--- src/rtl/fc_argmax_6_20.sv ---
// Argmax classifier stage: collects M signed values per vector and emits the index and value
// of the largest one. Ties keep the lower index.
module fc_argmax_6_20 #(
  parameter int M = 6,
  parameter int T = 20,
  localparam int LOGM = (M > 1) ? $clog2(M) : 1
) (
  input  logic            clk,
  input  logic            reset,
  input  logic            input_valid,
  output logic            input_ready,
  input  logic [T-1:0]    input_data,
  output logic            output_valid,
  input  logic            output_ready,
  output logic [LOGM-1:0] output_data,
  output logic [T-1:0]    output_max
);

  // Handshake: a beat moves on either side only in a cycle where valid && ready are both
  // high at the rising edge; valid never waits on ready, and a raised output_valid holds
  // its data stable until that handshake.
  typedef enum logic {COLLECT = 1'b0, HOLD = 1'b1} state_t;

  localparam logic [LOGM-1:0] LAST = LOGM'(M - 1);

  state_t                state;
  logic [LOGM-1:0]       count;
  logic [LOGM-1:0]       best_idx;
  logic signed [T-1:0]   best_val;
  logic                  in_acc;
  logic                  take;

  assign input_ready  = !reset && (state == COLLECT);
  assign in_acc       = input_valid && input_ready;
  // First beat always loads; later beats only on a strictly greater signed value.
  assign take         = (count == '0) || ($signed(input_data) > best_val);
  assign output_data  = best_idx;
  assign output_max   = best_val;

  always_ff @(posedge clk) begin
    if (reset) begin
      state        <= COLLECT;
      count        <= '0;
      best_idx     <= '0;
      best_val     <= '0;
      output_valid <= 1'b0;
    end else begin
      case (state)
        COLLECT: begin
          if (in_acc) begin
            if (take) begin
              best_val <= $signed(input_data);
              best_idx <= count;
            end
            if (count == LAST) begin
              count        <= '0;
              state        <= HOLD;
              output_valid <= 1'b1;
            end else begin
              count <= count + 1'b1;
            end
          end
        end
        HOLD: begin
          if (output_ready) begin
            state        <= COLLECT;
            output_valid <= 1'b0;
          end
        end
        default: state <= COLLECT;
      endcase
    end
  end

endmodule

--- config.mk ---
export PLATFORM = sky130hd
export DESIGN_NAME = fc_argmax_6_20
export DESIGN_NICKNAME = d
export VERILOG_FILES = /design/src/rtl/fc_argmax_6_20.sv
export SDC_FILE = /design/constraint.sdc
export NUM_CORES = 1
export LEC_CHECK = 0
export CAP_MARGIN = 20
export CORE_ASPECT_RATIO = 0.8
export CORE_MARGIN = 1.5
export CORE_UTILIZATION = 35
export CTS_CLUSTER_DIAMETER = 120
export DETAILED_ROUTE_END_ITERATION = 10
export DONT_BUFFER_PORTS = 1
export HOLD_SLACK_MARGIN = 0.05
export PLACE_DENSITY = 0.48
export SLEW_MARGIN = 20
export SYNTH_ARGS = -nofsm -noshare
export SYNTH_HDL_FRONTEND = slang
export SYNTH_SLANG_ARGS = --single-unit
--- constraint.sdc ---
create_clock -name clk -period 3.2 [get_ports clk]
set_clock_uncertainty 0.15 [all_clocks]
set_input_delay 0.16 -clock clk [delete_from_list [all_inputs] [get_ports clk]]
set_output_delay 0.16 -clock clk [all_outputs]
set_load 0.03 [all_outputs]
After elaboration in Yosys (flattened, before gate mapping)
Cells that the tools add are included.
- register bits after elaboration: 28
- latch bits: 0
- RAM bits: 0
- memory bits (read-only): 0
- input port bits: 24
- output and inout bits: 25
- word-level logic and storage cells: 29
- memories kept: 0
- add/sub/neg operators: 1
- multipliers: 0
- div/mod/pow operators: 0
- magnitude comparators: 1
- equality and inequality tests: 4
- shifts and indexed selects: 0
- mux-type cells: 9
- bitwise logic cells: 1
- reductions and logical operators: 8
- operator list (operator ; number):
    $gt 20x20->1 ; 1
    $mux 1 ; 6
    $reduce_and 3->1 ; 2
    $ne 2x2->1 const B ; 2
    $pmux 1 s2 ; 2
    $add 3x1->3 const B ; 1
    $eq 3x3->1 const B ; 1
    $logic_not 3->1 ; 1
    $mux 3 ; 1
    $logic_and 1x1->1 ; 2
    $ne 2x1->1 const B ; 1
    $reduce_and 2->1 ; 1
    $logic_not 1->1 ; 1
    $logic_or 1x1->1 ; 1
    $not 1->1 ; 1

Longest topological paths before layout
Gate-level depths: netlist of the first run.
- depth in word-level cells: 5
- mapped depth: 10
- gate-level depth less buffers: 8

Least setup slack after synthesis of the first run
Ideal clock, no wire load.
- path type: flip-flop to flip-flop
- from: reg best_val[19], in the netlist output_max[19]
- to: reg best_idx[0], in the netlist output_data[0]
- data arrival time: 2.506 ns
- data required time: 2.929 ns
- setup slack: 0.422 ns
- cell stages (with the launch flop): 10
- clock period less this slack: 2.778 ns
- cell sequence: dfxtp_1 inv_1 ha_1 nand4_2 or4_4 o221ai_2 o21a_2 o21ba_1 buf_6 mux2_4
- cells in the longest elaborated chain, start to end: 3
- ends and longest elaborated chain (what ; RTL line ; source):
    start: declaration ; 29 ; logic signed [T-1:0] best_val;
    start signal: assignment ; 52 ; best_val <= $signed(input_data);
    $gt 20x20->1 ; 36 ; assign take = (count == '0) || ($signed(input_data) > best_val);
    $logic_or 1x1->1 ; 36 ;
    $reduce_and 3->1 (no line) ; - ;
    end signal: assignment ; 53 ; best_idx <= count;
    end: declaration ; 28 ; logic [LOGM-1:0] best_idx;
No other way between the ends.
A chain may end at the register's enable or synchronous reset.

Worst setup path after layout of the first run
- from: reg best_val[19], in the netlist output_max[19]
- to: reg best_val[5], in the netlist output_max[5]
- cells in the longest elaborated chain, start to end: 3
- ends and longest elaborated chain (what ; RTL line):
    $gt 20x20->1 ; 36
    $logic_or 1x1->1 ; 36
    $reduce_and 3->1 (no line) ; -
No other way between the ends.

==> results.py, run 1 <==
metrics = {
    "sta": {
        "setup_ws_ps": 359,
        "worstMarginPinSlew_ps": 535,
        "period_needed_ps": 2840,
        "setup_viol": 0,
        "fmaxAchievable_ghz": 0.352,
        "holdWs_ps": 52.4,
        "fin_tns_setup_ps": 0,
        "hold_viol_final": 0,
        "timing.final.crit_share_pct": 88.8,
        "report.final.slew_viol_count": 0,
        "slew_headroom_pct": 64.2,
        "rsz0062_at_grt": "false",
    },
    "synth": {
        "synth_fp_nets": 292,
        "synth_edf_count": 0,
        "synthXorXnorAreaFrac_pct": 0.385,
        "synthFlopType": "dfxtp_1",
        "yosys_warnings": 0,
        "syn_area_sq_mm": 0.00228,
        "synthAdderAreaFrac_pct": 11.0,
        "synthMuxAreaShare_pct": 1.98,
        "synth_seq_cells": 28,
        "synth.distinct_cells": 46,
        "async_flop_share_pct": 0,
        "synth-compound-area-share_pct": 22.3,
        "syn_inst": 248,
        "synth-simple-area-share_pct": 28.4,
        "synth_area_per_cell_sq_um": 9.18,
        "ys_seq_area_share_pct": 24.6,
        "synth_top_family_by_area": "simple AND/OR/NAND/NOR gates",
    },
    "detailed_routing": {
        "dr.first_iter.drc_count": 34,
        "met3_length_um": 335,
        "dr_wl_met2_um": 2570,
        "ant_nets": 0,
        "top_layer_used": "met4",
        "routed_wirelength_um": 5690,
        "vias": 1903,
        "wl_per_cell_um": 15.5,
        "viasPerCell": 5.20,
        "drtPass1Iterations": 5,
        "drt-met1-wl_um": 2740,
        "drc": 0,
    },
    "die": {
        "die_w_um": 93.2,
        "fp-row-count": 26,
        "core_area_sq_mm": 0.00634,
        "io-pin-count": 49,
        "start_util_pct": 35.9,
        "dieArea_sq_mm": 0.00700,
        "die_h_um": 75.1,
    },
    "placed_design": {
        "place.gp.congestion": 0.823,
        "dp_hpwl_um": 3740,
        "dpl_worst_slack_ps": 371,
        "io_buffer_count": 0,
    },
    "finish": {
        "antenna_cells": 0,
        "utilization_pct": 43.2,
        "final_common_cell": "dfxtp_1",
        "regArea_sq_um": 561,
        "final_cell_mix": "dfxtp_1 (28), dlygate4sd3_1 (27), buf_4 (23)",
        "multi_input_area_sq_mm": 0.00147,
        "nFillCells": 665,
        "synthToLayoutAreaGrowth_pct": 20.2,
        "nets": 327,
        "drive_gt1_share_pct": 29.1,
    },
    "worst_hold_path": {
        "worstHoldStart": "input_data[11]",
        "whs_path_depth": 3,
        "hp-class": "primary input to flop",
        "holdPathEnd": "output_max[11]",
    },
    "global_route": {
        "antenna_found_initial": 0,
        "grt_usage_pct": 16.9,
        "grt_pass1_vias": 1883,
        "grt_overflow_total": 0,
        "grt_pass1_wl_um": 9300,
        "grt_max_degree": 66,
    },
    "worst_setup_path": {
        "crit_path_max_incr_delay_ps": 580,
        "timing.rr.start": "output_max[19]",
        "r2r_end": "output_max[5]",
        "critical_path_class": "flop to flop",
        "slowest_stage": "or4_4",
        "reg2regPathDepth": 9,
        "crit_chain": "inv_1 -> ha_1 -> nand4_2 -> or4_4 -> a211oi_2 -> o21a_2 -> o21ba_1 -> buf_4 -> o211ai_2",
        "critPathMaxFanout": 13,
        "reg2reg_slack_ps": 360,
        "worstPathRequired_ps": 3230,
        "startpoint_type": "flop",
        "end_kind": "flop",
        "crit_arrival_ps": 2870,
    },
    "pwr": {
        "power_w": 0.00102,
        "ir_worst_vdd_v": 0.000193,
        "power_leakage_nw": 1.08,
        "power_density_mw_per_mm2": 374,
    },
    "clock_network": {
        "htree_num_levels": 1,
        "path_clk_slew_ps": 110,
        "clock_path_buffers": 2,
        "post_cts_resized": 0,
        "clk_root_buffer_cell": "clkbuf_8",
        "cts.sinks": 28,
        "clk_latency_ps": 290,
        "cts_tree": "built",
        "post-cts-setup-buffers": 0,
        "cts_buffers": 3,
    },
    "status": {
        "status": "completed",
    },
    "flow_run": {
        "drv_cap": 0,
    },
}
-- through the flow --
stage                     cells  instance area (sq um)
after floorplan             248                   2280
after global placement      334                   2390
after detailed placement    334                   2390
after CTS                   365                   2730
after global routing        366                   2740
final                       366                   2740
-- synthesized netlist by cell type, types with 2 or more instances --
cell	number	area share, %
nand3b_1	21	6.9
nand3_2	2	0.88
ha_1	20	11
nand2b_1	2	0.55
mux2_4	3	2.0
o21ai_0	20	4.4
dlymetal6s2s_1	2	1.1
buf_6	2	0.99
dfxtp_1	28	25
nor3b_1	22	7.3
dlygate4sd1_1	3	1.2
o211ai_2	20	11
inv_1	22	3.6
nand2_1	5	0.82
buf_12	2	1.8
nor3_1	3	0.66
nor2_1	6	0.99
buf_2	5	1.1
or3_2	19	6.3
clkbuf_1	4	0.66
nand4_1	2	0.55
a21oi_1	11	2.4
-- flip-flops by register name (all words and copies together), names as in the netlist --
signal	flops
output_data	3
state	1
output_valid	1
count	3
output_max	20
-- report_power, final --
part	leakage, nW	switching, W	internal [W]
Combinational	0.825	0.000216	0.000157
Clock	0.0288	0.000125	0.000111
Sequential	0.230	0.0000347	0.000380
-- worst max path at each step --
stage / from / end
finish: output_max[19] / output_max[5]
detailed placement: output_max[19] / output_max[5]
global route: output_max[19] / output_max[5]
floorplan: output_max[19] / output_data[0]
global placement: output_max[19] / output_max[16]
CTS: output_max[19] / output_max[5]
-- area by class of cell --
| type | count | share of cell area (%) |
|---|---|---|
| multi-input cells | 177 | 53.7 |
| flip-flops and latches | 28 | 20.5 |
| repair buffers | 51 | 16.9 |
| inverters | 22 | 3.02 |
| well taps | 84 | 3.84 |
| clock buffers | 4 | 2.01 |
-- logic make-up after synthesis --
logic type	after synthesis
AOI/OAI and AO/OA	62
xor gates and xnor gates	1
adders and majority gates	20
buffers and inverters	43
DFF	28
muxes	3
and+or+nand+nor	91
-- worst max-delay path: cells and delay by family, from the launching register on --
family / cells / cell delay, ps
buffers and inverters: 2 / 370
flip-flops: 1 / 340
adder cells (fa/ha/maj): 1 / 320
AO/OA/AOI/OAI: 4 / 810
AND/OR/NAND/NOR: 2 / 730
-- metal layers --
layer / vias to the layer above / global-route usage [%]
li1: 969 / -
met1: 879 / 22.4
met2: 51 / 29.0
met3: 4 / 3.94
met4: 0 / 2.53
met5: - / 0
-- repair_timing --
| item | 4_1_cts | 5_1_grt |
|---|---|---|
| hold buffers | 27 | 1 |
| endpoints found under the hold margin | 25 | 2 |
| endpoints found under the setup margin | 0 | 0 |
(Power assumes the default switching activity.)
==> run 2: changes to the inputs <==
--- a/config.mk
+++ b/config.mk
@@ -8,12 +8,12 @@
 export CAP_MARGIN = 20
 export CORE_ASPECT_RATIO = 0.8
 export CORE_MARGIN = 1.5
-export CORE_UTILIZATION = 35
+export CORE_UTILIZATION = 25
 export CTS_CLUSTER_DIAMETER = 120
 export DETAILED_ROUTE_END_ITERATION = 10
 export DONT_BUFFER_PORTS = 1
 export HOLD_SLACK_MARGIN = 0.05
-export PLACE_DENSITY = 0.48
+export PLACE_DENSITY = 0.37
 export SLEW_MARGIN = 20
 export SYNTH_ARGS = -nofsm -noshare
 export SYNTH_HDL_FRONTEND = slang
==> run 2 against run 1 <==
Effect of this change: power up 16%; final area increased by 1.4%; clock-buffer cell count decreased by 1; routed wire length rose by 12%; setup slack worse by 60 ps; cell count rose by 6.0%.
==> results.py, run 2 (synthesized netlist as in run 1, its figures left out) <==
metrics = {
    "status": {
        "status": "completed",
    },
    "clock_network": {
        "cts_buffers": 3,
        "clk_root_buffer_cell": "clkbuf_16",
        "post_cts_resized": 0,
        "cts.sinks": 28,
        "clock_path_buffers": 2,
        "clk_latency_ps": 270,
        "htree_num_levels": 1,
        "path_clk_slew_ps": 80,
        "cts_tree": "built",
    },
    "sta": {
        "timing.final.crit_share_pct": 90.6,
        "report.final.slew_viol_count": 0,
        "setup_viol": 0,
        "rsz0062_at_grt": "false",
        "slew_headroom_pct": 61.3,
        "holdWs_ps": 40.2,
        "hold_viol_final": 0,
        "fmaxAchievable_ghz": 0.345,
        "fin_tns_setup_ps": 0,
        "worstMarginPinSlew_ps": 578,
        "period_needed_ps": 2900,
    },
    "worst_setup_path": {
        "startpoint_type": "flop",
        "cp_top_family": "compound AO/OA/AOI/OAI gates",
        "critical_path_class": "flop to flop",
        "critPathMaxFanout": 7,
        "crit_path_max_incr_delay_ps": 590,
        "crit_arrival_ps": 2910,
        "crit_chain": "inv_1 -> ha_1 -> nand4_2 -> or4_4 -> a211oi_2 -> o21a_2 -> o21ba_1 -> buf_4 -> o211ai_2",
        "worstPathRequired_ps": 3210,
        "crit_buf_inv": 2,
        "end_kind": "flop",
        "slowest_stage": "or4_4",
        "worstSetupStartpoint": "output_max[19]",
        "timing.rr.start": "output_max[19]",
        "reg2regPathDepth": 9,
        "crit_cells": 9,
    },
    "placed_design": {
        "placed_area_sq_mm": 0.00244,
        "io_buffer_count": 0,
        "dpl.cell_count": 362,
        "dp_hpwl_um": 4200,
        "place.gp.congestion": 0.684,
    },
    "die": {
        "io-pin-count": 49,
        "start_util_pct": 26.3,
        "die_w_um": 110,
        "core_area_sq_mm": 0.00867,
        "die_h_um": 88.4,
        "fp-row-count": 30,
        "dieArea_sq_mm": 0.00969,
    },
    "pwr": {
        "ir_worst_vdd_v": 0.000188,
        "p_sw_share_pct": 33.8,
        "p_int_w": 0.000787,
        "power_leakage_nw": 1.08,
        "power_frac_clock_pct": 33.4,
        "p_comb_share_pct": 31.7,
        "power_w": 0.00119,
        "power_density_mw_per_mm2": 429,
        "switchingPower_w": 0.000402,
        "p_seq_share_pct": 34.9,
    },
    "finish": {
        "nets": 321,
        "synthToLayoutAreaGrowth_pct": 21.9,
        "final_cells": 388,
        "nFillCells": 921,
        "final_common_cell": "dfxtp_1",
        "largest_reg_flops": 20,
        "drive_gt1_share_pct": 29.7,
        "final_cell_mix": "dfxtp_1 (28), inv_1 (22), nor3b_1 (22), buf_4 (22)",
        "antenna_cells": 0,
        "fin_area_sq_mm": 0.00278,
    },
    "worst_hold_path": {
        "whs_path_depth": 2,
        "hp-class": "primary input to flop",
        "worstHoldStart": "reset",
    },
    "global_route": {
        "use_met2_pct": 20.2,
        "grt_max_degree": 66,
        "gr-max-usage-layer": "met2",
        "met1_usage_pct": 20.0,
        "grt_pass1_vias": 1832,
        "grt_usage_pct": 13.7,
        "grt_pass1_wl_um": 10000,
        "grt_overflow_total": 0,
        "antenna_found_initial": 0,
        "use_met3_pct": 3.76,
    },
    "detailed_routing": {
        "viasPerCell": 4.83,
        "wl_per_cell_um": 16.4,
        "vias": 1874,
        "routed_wirelength_um": 6360,
        "drtPass1Iterations": 4,
        "ant_nets": 0,
        "drc": 0,
        "dr.first_iter.drc_count": 66,
    },
    "flow_run": {
        "drv_cap": 0,
    },
}
## run 2: changes by cell type in the layout (fill, tap and decap cells not counted), sizes merged
cell         before  now
dlygate4sd3      27   21
bufinv            0    1
clkbuf            4    3
## run 2: path summary, 6_finish.rpt
path	to	slack, ps
min	count[0]	40
max reg2reg	output_max[17]	300
max	output_max[17]	300
min reg2reg	count[2]	430
## run 2: area by class of cell
type / count / area, sq um / area share [%]
Clock buffer: 3 / 75.1 / 2.71
Clock inverter: 1 / 30.0 / 1.08
Inverter: 22 / 82.6 / 2.98
Multi-Input combinational cell: 177 / 1470 / 53.0
Sequential cell: 28 / 561 / 20.2
Tap cell: 112 / 140 / 5.05
Timing Repair Buffer: 45 / 415 / 15.0
## run 2: metal layers
metal	vias to the layer above	part of all wire [%]
li1	963	-
met4	0	0.57
met3	2	6.0
met2	39	42
met1	870	52
met5	-	0
## run 2: timing repair
item	4_1_cts	5_1_grt
setup buffers	0	0
hold buffers	22	0
endpoints found under the hold margin	25	0
## run 2: per-stage QoR
step / utilization (%) / setup WS (ps)
2_1_floorplan: - / 422
3_3_place_gp: 28.1 / 334
3_5_place_dp: 28.1 / 281
4_1_cts: 32.0 / 268
5_1_grt: 32.0 / 143
6_report: 32.0 / 299
## run 2: power groups by stage
| stage | sequential, W | combinational (W) | clock (W) |
|---|---|---|---|
| finish | 0.000415 | 0.000377 | 0.000397 |
| global route | 0.000419 | 0.000415 | 0.000416 |
| floorplan | 0.000462 | 0.000228 | 0 |
| detailed placement | 0.000423 | 0.000347 | 0 |
| global placement | 0.000423 | 0.000348 | 0 |
| CTS | 0.000415 | 0.000383 | 0.000408 |
